$ cat src/rtl/pipe_pkg.sv
// Shared constants, types and helpers for the elastic pipeline-register chain.
package pipe_pkg;

  localparam int PERF_CNT_W = 32;
  localparam int DEF_WIDTH  = 32;

  // Occupancy counts 0..depth inclusive, so it needs one value more than depth.
  function automatic int occW(input int depth);
    return $clog2(depth + 1);
  endfunction

  typedef struct packed {
    logic                 valid;
    logic [DEF_WIDTH-1:0] data;
  } stage_state_t;

endpackage

$ cat src/rtl/pipe_stage.sv
// One elastic stage: a valid bit plus a payload register, with load, hold and kill.
module pipe_stage #(
  parameter int WIDTH = 32
) (
  input  logic             clk,
  input  logic             rst,
  input  logic             load,
  input  logic             srcValid,
  input  logic [WIDTH-1:0] srcData,
  input  logic             kill,
  output logic             valid,
  output logic [WIDTH-1:0] data
);

  // A held entry can be killed; a loading stage takes the source's
  // qualified valid instead, so the kill is already applied upstream.
  always_ff @(posedge clk or negedge rst) begin
    if (!rst) begin
      valid <= 1'b0;
      data  <= '0;
    end else if (load) begin
      valid <= srcValid;
      if (srcValid) data <= srcData;
    end else begin
      valid <= valid && !kill;
    end
  end

endmodule

$ cat src/rtl/pipe_stage_array.sv
// DEPTH-stage valid/ready pipeline with bubble collapse and per-stage flush.
// Define PIPE_STAGE_PERF_EN to add the stall_cnt / kill_cnt performance counters.
module pipe_stage_array
  import pipe_pkg::*;
#(
  parameter  int WIDTH = 32,
  parameter  int DEPTH = 4,
  localparam int OCC_W = occW(DEPTH)
) (
  input  logic             clk,
  input  logic             rst,
  input  logic             in_valid,
  output logic             in_ready,
  input  logic [WIDTH-1:0] in_data,
  output logic             out_valid,
  input  logic             out_ready,
  output logic [WIDTH-1:0] out_data,
  input  logic [DEPTH-1:0] flush,
  output logic [OCC_W-1:0] occupancy
`ifdef PIPE_STAGE_PERF_EN
  ,
  output logic [PERF_CNT_W-1:0] stall_cnt,
  output logic [PERF_CNT_W-1:0] kill_cnt
`endif
);

  logic [DEPTH:0]                rdy;
  logic [DEPTH-1:0]              v, srcValid, nextV;
  logic [DEPTH-1:0][WIDTH-1:0]   d, srcData;
  logic [OCC_W-1:0]              nextOcc;

  // Ready ripples back from the output on raw valid only, so flush never
  // reaches in_ready.
  assign rdy[DEPTH] = out_ready;

  generate
    for (genvar i = 0; i < DEPTH; i++) begin : gStage
      assign rdy[i] = !v[i] || rdy[i+1];
      if (i == 0) begin : gHead
        assign srcValid[i] = in_valid;
        assign srcData[i]  = in_data;
      end else begin : gBody
        assign srcValid[i] = v[i-1] && !flush[i-1];
        assign srcData[i]  = d[i-1];
      end
      assign nextV[i] = rdy[i] ? srcValid[i] : (v[i] && !flush[i]);

      pipe_stage #(.WIDTH(WIDTH)) uStage (
        .clk      (clk),
        .rst      (rst),
        .load     (rdy[i]),
        .srcValid (srcValid[i]),
        .srcData  (srcData[i]),
        .kill     (flush[i]),
        .valid    (v[i]),
        .data     (d[i])
      );
    end
  endgenerate

  assign in_ready  = rdy[0];
  assign out_valid = v[DEPTH-1];
  assign out_data  = d[DEPTH-1];

  always_comb begin
    nextOcc = '0;
    for (int i = 0; i < DEPTH; i++) nextOcc = nextOcc + OCC_W'(nextV[i]);
  end

  always_ff @(posedge clk or negedge rst) begin
    if (!rst) occupancy <= '0;
    else      occupancy <= nextOcc;
  end

`ifdef PIPE_STAGE_PERF_EN
  logic [OCC_W-1:0] killPop;

  always_comb begin
    killPop = '0;
    for (int i = 0; i < DEPTH; i++) killPop = killPop + OCC_W'(v[i] && flush[i]);
  end

  always_ff @(posedge clk or negedge rst) begin
    if (!rst) begin
      stall_cnt <= '0;
      kill_cnt  <= '0;
    end else begin
      stall_cnt <= stall_cnt + PERF_CNT_W'(in_valid && !in_ready);
      kill_cnt  <= kill_cnt + PERF_CNT_W'(killPop);
    end
  end
`endif

endmodule

$ cat config.mk
export PLATFORM = sky130hd
export DESIGN_NAME = pipe_stage_array
export DESIGN_NICKNAME = d
export VERILOG_FILES = /design/src/rtl/pipe_pkg.sv /design/src/rtl/pipe_stage.sv /design/src/rtl/pipe_stage_array.sv
export SDC_FILE = /design/constraint.sdc
export NUM_CORES = 1
export LEC_CHECK = 0
export ABC_CLOCK_PERIOD_IN_PS = 7300
export BUFFER_PORTS_ARGS = -buffer_cell sky130_fd_sc_hd__buf_2
export CORE_MARGIN = 8
export CORE_UTILIZATION = 61
export DETAILED_ROUTE_END_ITERATION = 7
export PLACE_DENSITY = 0.84
export SLEW_MARGIN = 20
export SYNTH_ARGS = -nofsm -noshare
export SYNTH_HDL_FRONTEND = slang
export SYNTH_SLANG_ARGS = --single-unit
$ cat constraint.sdc
create_clock -name clk -period 7.3 [get_ports clk]
set_input_delay 0.73 -clock clk [delete_from_list [all_inputs] [get_ports clk]]
set_output_delay 0.73 -clock clk [all_outputs]
set_load 0.05 [all_outputs]
After elaboration in Yosys (flattened, before gate mapping)
Index checks and enable logic that the tools add are counted.

Logic and storage cells: 36. Bits in registers: 135.

Reduce and logical (&&, ||, !) cells: 20. Muxes and demuxes: 4. Add/sub/neg operators: 3.

Operator list (number): $logic_not A1 Y1 (8); $reduce_and A2 Y1 (4); $logic_and A1 B1 Y1 (4); $logic_or A1 B1 Y1 (4); $mux W1 (4); $add A2 B1 Y3 (1); $add A3 B1 Y3 (1); $add A1 B1 Y2 (1).

Longest topological paths before layout
Word-level depth: 9. Gate-level depth with buffers: 9. Depth with buffers taken out: 7.

Cells and area by module
A second synthesis with hierarchy kept.

Cell total of the unflattened synthesis: 307. Area total of the unflattened synthesis: 5606.6 um^2.

Modules (own cells, without submodules): pipe_stage (area each 1346.3 um^2, cells an instance 71, sequential area each 825.8 um^2, times used 4); pipe_stage_array (area each 221.5 um^2, cells an instance 23, sequential area each 75.1 um^2, times used 1).

Worst setup path after synthesis
Ideal clock, no wire load.

Path type: input -> register. Start point: input port out_ready. End point: register occupancy[1]. Arrival: 2.567 ns. Data required time: 7.174 ns. Setup slack: 4.607 ns. Stages: 7. Setup time: 0.126 ns. Cell sequence: and4b_1 -> nand2_1 -> o21a_1 -> fa_1 -> inv_1 -> ha_1 -> ha_1.

Cells in the longest elaborated chain, start to end: 8. Elaborated cells between the ends (all ways): 11.

RTL lines: start, declared (line pipe_stage_array.sv:16) `input logic out_ready,`; $logic_or A1 B1 Y1 (4 in series) (line pipe_stage_array.sv:38) `assign rdy[i] = !v[i] || rdy[i+1];`; named net in_ready (line pipe_stage_array.sv:13) `output logic in_ready,`; $mux W1 (line pipe_stage_array.sv:46) `assign nextV[i] = rdy[i] ? srcValid[i] : (v[i] && !flush[i]);`; $add A1 B1 Y2 (line pipe_stage_array.sv:67) `for (int i = 0; i < DEPTH; i++) nextOcc = nextOcc + OCC_W'(nextV[i]);`; $add A2 B1 Y3 (line pipe_stage_array.sv:67); $add A3 B1 Y3 (line pipe_stage_array.sv:67); named net nextOcc[1] (line pipe_stage_array.sv:30) `logic [OCC_W-1:0] nextOcc;`; end signal, assigned (line pipe_stage_array.sv:72) `else occupancy <= nextOcc;`; end, declared (line pipe_stage_array.sv:19) `output logic [OCC_W-1:0] occupancy`.

The timed path passes the listed nets, and every way through them passes these cells. A chain may end at the register's enable or synchronous reset.

Final worst setup path
Start point: register gStage[3].uStage.valid. End point: register occupancy[1].

Cells in the longest elaborated chain, start to end: 9. Elaborated cells between the ends (all ways): 13.

RTL lines: start, declared (line pipe_stage.sv:11) `output logic valid,`; start signal, assigned (line pipe_stage.sv:22) `valid <= srcValid;`; start signal, assigned (line pipe_stage.sv:25) `valid <= valid && !kill;`; $logic_not A1 Y1 (line pipe_stage_array.sv:38); $logic_or A1 B1 Y1 (4 in series) (line pipe_stage_array.sv:38); $mux W1 (line pipe_stage_array.sv:46); $add A1 B1 Y2 (line pipe_stage_array.sv:67); $add A2 B1 Y3 (line pipe_stage_array.sv:67); $add A3 B1 Y3 * (line pipe_stage_array.sv:67); named net nextOcc[1] (line pipe_stage_array.sv:30).

Mark *: on every way through the listed nets, which the timed path passes. The rest lies on a longest branch.

==> flow_summary.json <==
{
  "status": "complete, no violations",
  "drv_slew": 0,
  "clock_skew_ns": 0.00941,
  "crit_fanout": 34,
  "dpl_worst_slack_ns": 3.96,
  "hold_buffers": 0,
  "dp_hpwl_um": 6240,
  "worst_setup_path_start_kind": "flip-flop",
  "firstDrtPassIters": 4,
  "grt_usage_pct": 17.7,
  "crit_top_cell": "ha_1",
  "ys_ff_latch": 135,
  "setup_slack_ns": 4.36,
  "avgSynthCellArea_um2": 16.3,
  "syn_inst": 333,
  "yosysTopAreaCellShare_pct": 62.2,
  "root_buffer": "clkbuf_8",
  "cp_slowest_cell": "or3_2",
  "r2r-end": "occupancy[1]$_DFF_PN0_",
  "leakage_nw": 3.01,
  "maxCapViolations": 0,
  "critical_path_class": "flip-flop to flip-flop",
  "clkTransAtPathRegs_ns": 0.06,
  "core.rowCount": 34,
  "vias_per_cell": 5.47,
  "nNetsFinal": 427,
  "diodes": 0,
  "timing.hold.ws_ns": 0.181,
  "setup_tns_ns": 0,
  "yosysWarnings": 0,
  "wire_per_inst_um": 19.7,
  "reg2reg_depth": 7,
  "timing.rr.start": "gStage[3].uStage.valid$_DFF_PN0_",
  "drtIter0Drc": 72,
  "insertion_delay_ns": 0.51,
  "min_path_type": "input port to async pin",
  "cp.arrival_ns": 3.32,
  "worstPathRequired_ns": 7.69,
  "finalSetupViolations": 0,
  "grt_max_degree": 77,
  "start_util_pct": 62.6,
  "grt_first_pass_wirelength_um": 16000,
  "fin_crit_ns": 2.94,
  "power_density_mw_per_mm2": 411,
  "rsz0062_at_grt": "no",
  "synth.distinct_cells": 18,
  "cts_tree": "yes",
  "synth.net_count": 376,
  "critPathTopFamily": "simple AND/OR/NAND/NOR gates",
  "die_h_um": 110,
  "htreeDepth": 4,
  "coreArea_mm2": 0.00868,
  "antenna_found_initial": 0,
  "slew_headroom_pct": 25.4,
  "critPathBufInv": 1,
  "die_w_um": 110,
  "overflow": 0,
  "first_global_vias": 3067,
  "max_stage_delay_ns": 0.87,
  "hold_viol": 0,
  "worstMarginPinSlew_ns": 1.11,
  "drive_gt1_share_pct": 61.0,
  "port_buffers": 76,
  "ant_nets": 0,
  "worstSetupEndpointType": "flip-flop",
  "path_cells": "and4b_1 -> or3_2 -> o21a_1 -> fa_1 -> inv_1 -> ha_1 -> ha_1",
  "place.gp.congestion": 0.699,
  "netlist_area_mm2": 0.00543,
  "cts_buffer_depth": 2,
  "die_area_mm2": 0.0122,
  "cts.sink_count": 135,
  "irDropWorstVdd_v": 0.000230,
  "cts.repair.resized": 0,
  "yosysSeqAreaShare_pct": 62.2,
  "yosys-top-cells-area": "dfrtp_1, mux2_2, mux2_4",
  "reg2reg_slack_ns": 4.36,
  "yosysTopAreaCell": "dfrtp_1",
  "num_io_pins": 77,
  "drc": 0,
  "cts_buffers": 17,
  "vias": 2760,
  "area_growth_pct": 15.7,
  "postRouteWirelength_um": 9950,
  "postCtsSetupRepairBufs": 0,
  "fmax_ghz": 0.341,
  "timing.final.crit_share_pct": 40.2
}
==> kinds of logic after synthesis <==
| kind of cell | synth area share [%] |
|---|---|
| AOI/OAI and AO/OA | 1.11 |
| adders and majority gates | 0.829 |
| buffers and inverters | 6.45 |
| DFF | 62.2 |
| muxes | 28.5 |
| and+or+nand+nor | 0.990 |
==> how the worst max path moves through the flow <==
stage / slack, ns / cells after the start / from / endpoint
final: 4.36 / 7 / gStage[3].uStage.valid$_DFF_PN0_ / occupancy[1]$_DFF_PN0_
after global routing: 4.27 / 7 / gStage[3].uStage.valid$_DFF_PN0_ / occupancy[1]$_DFF_PN0_
after CTS: 4.34 / 7 / gStage[3].uStage.valid$_DFF_PN0_ / occupancy[1]$_DFF_PN0_
after detailed placement: 3.96 / 8 / out_ready / occupancy[1]$_DFF_PN0_
after global placement: 4.04 / 8 / out_ready / occupancy[1]$_DFF_PN0_
after floorplan: 4.61 / 7 / out_ready / occupancy[1]$_DFF_PN0_
==> per-layer routing <==
layer | up-vias | routed length (um) | GRT usage, %
met3 | 13 | 454 | 5.64
li1 | 1231 | - | -
met5 | - | 0 | 0
met4 | 0 | 163 | 7.23
met1 | 1453 | 4230 | 21.8
met2 | 63 | 5100 | 28.4
==> cells in the mapped netlist <==
master,instances
nand4b_1,1
mux2_2,100
fa_1,1
ha_1,2
or3_1,1
mux2_4,28
dfrtp_1,135
nor2b_1,1
o21ai_2,2
nand2b_1,3
o21ai_0,4
buf_6,4
inv_1,4
buf_2,10
o21a_1,3
nand2_1,1
and4b_1,1
buf_4,32
==> area by class of cell <==
type,instances,area [um^2]
Clock inverter,11,146
Multi-Input combinational cell,148,1720
Sequential cell,135,3380
Clock buffer,21,469
Tap cell,108,135
Timing Repair Buffer,78,422
Inverter,4,15.0
Fill cell,538,2390
==> registers in the layout, indices dropped and copies added, names as in the netlist <==
name / count
gStage.uStage.valid: 4
gStage.uStage.data: 128
occupancy: 3
==> power by group <==
part	internal, mW	switching (mW)	leakage [nW]
combinational	0.236	0.434	1.10
sequential	0.945	0.103	1.62
clock	0.556	0.308	0.300
==> cells in the final DEF, fill, tap and decap left out, drive strengths merged <==
cell type  instances
nor2b              1
clkinvlp           2
mux2             128
buf               78
inv                4
or3                1
nand2              1
ha                 2
bufinv             3
nand4b             1
o21a               3
clkbuf            21
fa                 1
clkinv             6
o21ai              6
and4b              1
dfrtp            135
nand2b             3
==> per-stage QoR <==
step	cells	utilization [%]	instance area (um^2)	total power, mW
global placement	472	65.1	5650	1.70
CTS	504	72.2	6260	2.60
finish	505	72.5	6290	2.58
detailed placement	472	65.1	5650	1.73
floorplan	333	-	5430	1.67
global route	505	72.5	6290	2.69
(Power assumes the default switching activity.)
